### src/rtl/frame_downsample_ctrl.sv
// Crops a 16N x 16N window from the D5M pixel stream, box-averages each 16x16 block into one byte
// and writes the bytes to image_mem in raster order. Define DS_INVERT_EN to store 255-avg instead.
module frame_downsample_ctrl #(
  parameter int X0 = 96,
  parameter int Y0 = 16,
  parameter int N  = 28
) (
  input  logic        clk,
  input  logic        rst_n,
  input  logic        start,
  input  logic        iFVAL,
  input  logic        iDVAL,
  input  logic [11:0] iGRAY,
  input  logic [15:0] iX,
  input  logic [15:0] iY,
  output logic        we,
  output logic [9:0]  waddr,
  output logic [7:0]  wdata,
  output logic        busy,
  output logic        done,
  output logic        err
);
  // state   | meaning
  // IDLE    | waiting for go; done/err hold the result of the last capture
  // ARMED   | waiting for the next iFVAL rising edge (a frame in progress is skipped)
  // CAPTURE | accumulating window pixels and writing one byte per finished block

  localparam int          BXW  = (N > 1) ? $clog2(N) : 1;
  localparam logic [15:0] X0_L = 16'(X0);
  localparam logic [15:0] Y0_L = 16'(Y0);
  localparam logic [15:0] WIN  = 16'(16 * N);
  localparam logic [9:0]  LAST = 10'(N * N - 1);

  typedef enum logic [1:0] {IDLE = 2'd0, ARMED = 2'd1, CAPTURE = 2'd2} state_t;
  state_t state, state_nxt;

  logic start_s1, start_s2, start_d, go;
  logic fval_d, fval_rise, fval_fall;
  logic [15:0] rx, ry;
  logic [BXW-1:0] bx;
  logic in_win, blk_first, blk_last, last_wr;
  logic [7:0] pix, avg;
  logic [15:0] sum;
  logic [15:0] acc [N];
  logic gray_unused;

  assign gray_unused = ^iGRAY[3:0];

  always_ff @(posedge clk or negedge rst_n) begin
    if (!rst_n) begin
      start_s1 <= 1'b0;
      start_s2 <= 1'b0;
      start_d  <= 1'b0;
      fval_d   <= 1'b0;
    end else begin
      start_s1 <= start;
      start_s2 <= start_s1;
      start_d  <= start_s2;
      fval_d   <= iFVAL;
    end
  end

  assign go        = start_s2 & ~start_d;
  assign fval_rise = iFVAL & ~fval_d;
  assign fval_fall = ~iFVAL & fval_d;

  assign rx        = iX - X0_L;
  assign ry        = iY - Y0_L;
  assign bx        = rx[4 +: BXW];
  assign pix       = iGRAY[11:4];
  assign in_win    = iDVAL && (state == CAPTURE) && (iX >= X0_L) && (rx < WIN) &&
                     (iY >= Y0_L) && (ry < WIN);
  assign blk_first = (rx[3:0] == 4'h0) && (ry[3:0] == 4'h0);
  assign blk_last  = (rx[3:0] == 4'hF) && (ry[3:0] == 4'hF);
  assign sum       = acc[bx] + {8'd0, pix};
  assign last_wr   = we && (waddr == LAST);

`ifdef DS_INVERT_EN
  assign avg = 8'd255 - sum[15:8];
`else
  assign avg = sum[15:8];
`endif

  // One accumulator per block column; the first pixel of a block reloads it.
  always_ff @(posedge clk or negedge rst_n) begin
    if (!rst_n) begin
      for (int i = 0; i < N; i++) acc[i] <= '0;
    end else if (in_win) begin
      acc[bx] <= blk_first ? {8'd0, pix} : sum;
    end
  end

  always_ff @(posedge clk or negedge rst_n) begin
    if (!rst_n) state <= IDLE;
    else        state <= state_nxt;
  end

  always_comb begin
    state_nxt = state;
    case (state)
      IDLE:    if (go) state_nxt = ARMED;
      ARMED:   if (fval_rise) state_nxt = CAPTURE;
      CAPTURE: if (last_wr || fval_fall) state_nxt = IDLE;
      default: state_nxt = IDLE;
    endcase
  end

  always_comb begin
    busy = (state == ARMED) || (state == CAPTURE);
  end

  // Completion wins over a coincident frame end so the final write still counts.
  always_ff @(posedge clk or negedge rst_n) begin
    if (!rst_n) begin
      we    <= 1'b0;
      waddr <= '0;
      wdata <= '0;
      done  <= 1'b0;
      err   <= 1'b0;
    end else begin
      we <= in_win && blk_last;
      if (in_win && blk_last) wdata <= avg;
      if (state == ARMED && fval_rise) waddr <= '0;
      else if (we)                     waddr <= waddr + 10'd1;
      if (state == IDLE && go) begin
        done <= 1'b0;
        err  <= 1'b0;
      end else if (state == CAPTURE) begin
        if (last_wr)        done <= 1'b1;
        else if (fval_fall) err  <= 1'b1;
      end
    end
  end

endmodule
### config.mk
export PLATFORM = sky130hd
export DESIGN_NAME = frame_downsample_ctrl
export DESIGN_NICKNAME = d
export VERILOG_FILES = /design/src/rtl/frame_downsample_ctrl.sv
export SDC_FILE = /design/constraint.sdc
export NUM_CORES = 1
export LEC_CHECK = 0
export CORE_AREA = 2 2 350 179
export CTS_CLUSTER_SIZE = 20
export DETAILED_ROUTE_END_ITERATION = 10
export DIE_AREA = 0 0 352 181
export PLACE_DENSITY = 0.53
export SLEW_MARGIN = 25
export SYNTH_ARGS = -nofsm -noshare
export SYNTH_HDL_FRONTEND = slang
export SYNTH_SLANG_ARGS = --single-unit
export TNS_END_PERCENT = 20
### constraint.sdc
create_clock -name clk -period 11 [get_ports clk]
set_clock_uncertainty 0.15 [all_clocks]
set_input_delay 2.75 -clock clk [delete_from_list [all_inputs] [get_ports clk]]
set_output_delay 2.75 -clock clk [all_outputs]
set_load 0.05 [all_outputs]
# [Word-level counts from Yosys, hierarchy flattened]
# Index checks and enable logic that the tools add are counted.
[word_totals] reg_bits=475 in_bits=49 output_inout_bits=22 word_cells=108
[classes] addsub=4 magnitude_cmp=6 eq_ne=9 mux=20 bitwise_logic=7 reduce_logical=24
[op_table] operator="448-bit bitwise mux" count=1
[op_table] operator="16-bit binary-select mux with 5-bit select" count=1
[op_table] operator="16-bit demux with 5-bit select" count=1
[op_table] operator="16-bit two-way mux" count=4
[op_table] operator="16-bit by 9-bit less-than comparator with 1-bit output, second input constant" count=2
[op_table] operator="10-bit two-way mux" count=2
[op_table] operator="16-bit by 8-bit adder with 16-bit output" count=1
[op_table] operator="16-bit by 5-bit >= comparator with 1-bit output, second input constant" count=1
[op_table] operator="16-bit by 7-bit >= comparator with 1-bit output, second input constant" count=1
[op_table] operator="16-bit by 5-bit subtractor with 16-bit output, second input constant" count=1
[op_table] operator="16-bit by 7-bit subtractor with 16-bit output, second input constant" count=1
[op_table] operator="1-bit logical AND" count=12
[op_table] operator="10-bit by 1-bit adder with 10-bit output, second input constant" count=1
[op_table] operator="10-bit == test, second input constant" count=1
[op_table] operator="4-bit == test, second input constant" count=2
[op_table] operator="4-bit zero test" count=2
[op_table] operator="2-bit nonzero test" count=4
[op_table] operator="1-bit two-way mux" count=7
[op_table] operator="6-bit >= comparator, second input constant" count=1
[op_table] operator="6-bit by 1-bit less-than comparator with 1-bit output, second input constant" count=1
[op_table] operator="2-bit two-way mux" count=3
[op_table] operator="5-bit NOT with 6-bit output" count=1
[op_table] operator="2-bit case mux with 3 select lines" count=1
[op_table] operator="3-bit AND reduction" count=2
[op_table] operator="other kinds (9)" count=16

# [Longest topological paths before layout]
[logic_depth] ltp_word=8 mapped_depth=25 ltp_nobuf=19

# [Worst setup path before layout]
# No wires, ideal clock.
[synth_timing] kind="input port to flip-flop" startpoint="input port iX[4]" endpoint="register acc[319] (netlist bit)" setup_time_ns=0.159 arrival_ns=7.279 required_ns=10.691 path_slack_ns=3.412 stages=23 path_buffers=10 path_cell_list="buf_4 > buf_6 > buf_6 > buf_6 > buf_6 > buf_2 > buf_2 > buf_2 > mux4_2 > a22oi_1 > nand2_1 > ha_1 > a21o_1 > a21oi_1 > o21ai_0 > o211a_1 > o41a_1 > nand2_1 > nor4_2 > xnor2_1 > buf_2 > buf_6 > o31ai_4"
[synth_between] elab_chain_cells=8 word_cells_on_any_way=19 classes_between="add/sub: 2; order compare: 4; mux: 7; bitwise: 1; reduce/logical: 5"
[synth_rtl] item="from (decl)" line="14" rtl="input logic [15:0] iX,"
[synth_rtl] item="16-bit by 7-bit subtractor with 16-bit output" line="67" rtl="assign rx = iX - X0_L;"
[synth_rtl] item="5-bit NOT with 6-bit output" line="75, 89"
[synth_rtl] item="16-bit binary-select mux with 5-bit select" line="75" rtl="assign sum = acc[bx] + {8'd0, pix};"
[synth_rtl] item="16-bit two-way mux (implied by the code) (2 in series)" line="75"
[synth_rtl] item="16-bit by 8-bit adder with 16-bit output" line="75"
[synth_rtl] item="16-bit two-way mux" line="89" rtl="acc[bx] <= blk_first ? {8'd0, pix} : sum;"
[synth_rtl] item="448-bit bitwise mux" line="89"
[synth_rtl] item="to (signal, indexed assignment)" line="89"
[synth_rtl] item="to (decl)" line="44" rtl="logic [15:0] acc [N];"
# Parallel ways exist; a longest one is shown, timed or not. The select of a mux whose other input is x is not followed.
# A chain may end at the register's enable or synchronous reset.

# [Final worst setup path]
[layout_timing] startpoint="input port iX[6]" endpoint="register acc[216] (netlist bit)"
# The elaborated chain is that of the path after synthesis.

==> results.json <==
{
  "insertion_delay_ns": 0.59,
  "worst_r2r_path_depth": 15,
  "post_drt_wl_per_cell_um": 21.5,
  "yosysSeqAreaShare_pct": 55.0,
  "final_cell_mix": "nand2_1 (497), dfrtp_1 (475), o21ai_0 (386)",
  "leakage_nw": 10.5,
  "route.met2.wl_mm": 24.4,
  "die_x_um": 352,
  "netlist_instances": 1980,
  "drive_gt1_share_pct": 15.4,
  "critPathKind": "input pin to register",
  "synth_seq_cells": 475,
  "drc": 0,
  "synth_fp_nets": 2043,
  "grt.overflow.total": 0,
  "maxCapViolCount": 0,
  "nNetsFinal": 2036,
  "min_period_ns": 8.48,
  "drt_wl_total_mm": 60.9,
  "ios": 71,
  "vias_per_cell": 5.32,
  "nFillCells": 5816,
  "synth.distinct_cells": 69,
  "cts_setup_buffers": 0,
  "fin_hold_ws_ns": 0.201,
  "die_h_um": 181,
  "worst_ir_drop_vdd_mv": 0.120,
  "synth_area_um2": 21600,
  "fin_crit_sh_pct": 77.1,
  "rsz0062_at_grt": "false",
  "fmax_ghz": 0.118,
  "area_delta_synth_final_pct": 13.5,
  "drt_iter0_markers": 1382,
  "power.density_nw_per_um2": 148,
  "synthFlopType": "dfrtp_1",
  "numCtsBuffers": 42,
  "coreArea_um2": 60500,
  "portBuffers": 66,
  "tritoncts": "yes",
  "clockBufferDepth": 3,
  "synth.avg_cell_area_um2": 10.9,
  "timing.hold.worst_path_depth": 0,
  "timing.rr.start": "acc[290]",
  "ctsHtreeMaxLevel": 2,
  "die_area_um2": 63700,
  "cts-hold-fix-buffers": 0,
  "worstMarginPinSlew_ns": 0.982,
  "path_max_fanout": 28,
  "critPathLaunch": "iX[6]",
  "start_util_pct": 35.7,
  "route.met3.wl_mm": 4.36,
  "grt_pass1_wl_mm": 94.7,
  "drv_slew": 0,
  "met1Wirelength_mm": 30.9,
  "grt_use_total_pct": 19.4,
  "start_kind": "input pin",
  "detail_route.first_pass.iterations": 6,
  "synthArstFlopShare_pct": 100,
  "setup_viol": 0,
  "hold_violations": 0,
  "antennaDiodeCount": 0,
  "hpwlAfterDp_mm": 40.0,
  "cts.sinks": 475,
  "synth_enable_flop_cells": 0,
  "final_common_cell": "nand2_1",
  "rows": 64,
  "gp_congestion": 0.812,
  "grt_pass1_vias": 14900,
  "hold_path.class": "register to register",
  "grt_max_degree": 165,
  "ant_nets": 0,
  "hp-start": "start_s1",
  "clk_pin_slew_ns": 0.07,
  "cp.arrival_ns": 8.81,
  "critPathCaptureType": "register",
  "top_layer_used": "met4",
  "cts-root-buf": "clkbuf_16",
  "ys_warn_count": 0,
  "tns_ns": 0,
  "relSlewSlack_pct": 34.4,
  "vias": 15100,
  "ctsResizeCount": 0,
  "antenna_found_initial": 0,
  "cp_data_required_time_ns": 11.33,
  "outcome": "completed"
}
## critical path, stage by stage
cell             delay, ns
clkdlybuf4s50_1       0.67
ha_1                  0.42
inv_1                 0.18
o41a_1                0.60
nor2_4                0.59
a22oi_1               0.16
nand2_1               0.14
ha_1                  0.19
inv_1                 0.07
fa_1                  0.38
nor2b_1               0.17
o21ai_0               0.16
a21boi_0              0.25
o21ai_0               0.15
a21oi_1               0.42
nor2_1                0.21
xnor2_1               0.26
nand2_1               0.61
o21ai_0               0.39
## Yosys cell counts (5+ instances only)
| master | number | area [um2] |
|---|---|---|
| o31ai_1 | 19 | 143 |
| o31ai_4 | 9 | 191 |
| buf_6 | 7 | 78.8 |
| nand3_1 | 13 | 65.1 |
| nand4_1 | 9 | 56.3 |
| mux2i_1 | 11 | 110 |
| inv_1 | 15 | 56.3 |
| nand2_1 | 504 | 1890 |
| and3_1 | 8 | 50.1 |
| buf_2 | 17 | 85.1 |
| clkbuf_1 | 126 | 473 |
| nor4_1 | 5 | 31.3 |
| mux2_2 | 36 | 405 |
| nor3_1 | 10 | 50.1 |
| nor2_1 | 36 | 135 |
| o21ai_1 | 27 | 135 |
| a22oi_1 | 25 | 188 |
| o21ai_0 | 386 | 1930 |
| ha_1 | 13 | 163 |
| dfrtp_1 | 475 | 11900 |
| xnor2_1 | 11 | 96.3 |
| buf_4 | 8 | 60.1 |
| mux4_2 | 112 | 2520 |
| o22ai_1 | 5 | 31.3 |
| xor2_1 | 8 | 70.1 |
| a21oi_1 | 17 | 85.1 |
## logic make-up (layout without fill, tap and decap cells)
family                   count (synthesis)  after routing  synth area share (%)
AND/OR/NAND/NOR                        613            613                  11.7
multiplexers                           160            160                  14.1
buffers and inverters                  178            204                  3.58
adder cells (fa/ha/maj)                 14             14                 0.845
AO/OA/AOI/OAI                          521            521                  13.9
flip-flops                             475            475                  55.0
XOR/XNOR                                19             19                 0.770
## flip-flops by register name, indices dropped and copies added, names as in the netlist
register and count:
state 2, acc 448, start_s2 1, waddr 10
wdata 8, we 1, done 1, start_s1 1
err 1, start_d 1, fval_d 1
## layout make-up
class	count	area [um2]	share of cell area (%)
flip-flops and latches	475	11900	48.5
multi-input cells	1327	9060	36.9
clock buffers	67	1290	5.24
repair buffers	112	1060	4.33
well taps	825	1030	4.21
clock inverters	10	144	0.587
inverters	15	56.3	0.230
## layer usage
metal	global-route usage, %	vias to the layer above
met3	4.44	87
met5	0	-
met1	30.8	7652
met4	3.85	0
met2	26.7	374
li1	-	6950
## per-stage QoR
step | util (%) | worst slack [ns] | power (mW) | std cells | instance area (um2)
3_5_place_dp | 38.1 | 2.01 | 2.09 | 2753 | 23100
5_1_grt | 40.6 | 2.16 | 3.75 | 2831 | 24500
3_3_place_gp | 38.0 | 1.98 | 2.08 | 2753 | 23000
2_1_floorplan | - | 3.41 | 1.96 | 1980 | 21600
4_1_cts | 40.5 | 2.64 | 3.66 | 2830 | 24500
6_report | 40.6 | 2.52 | 3.62 | 2831 | 24500
## power breakdown
group | internal, mW | switching [mW]
clock network | 0.878 | 0.688
logic | 0.0886 | 0.192
registers | 1.76 | 0.0136
total | 2.72 | 0.894
## final timing paths
kind / to / slack [ns]
setup / recovery: acc[216] / 2.52
hold / removal: start_s2 / 0.20
setup reg to reg: acc[216] / 5.80
hold reg to reg: start_s2 / 0.20
max in group asynchronous: acc[446] / 6.45
min in group asynchronous: acc[81] / 2.09
No activity file was read; power rests on OpenSTA's default activity.
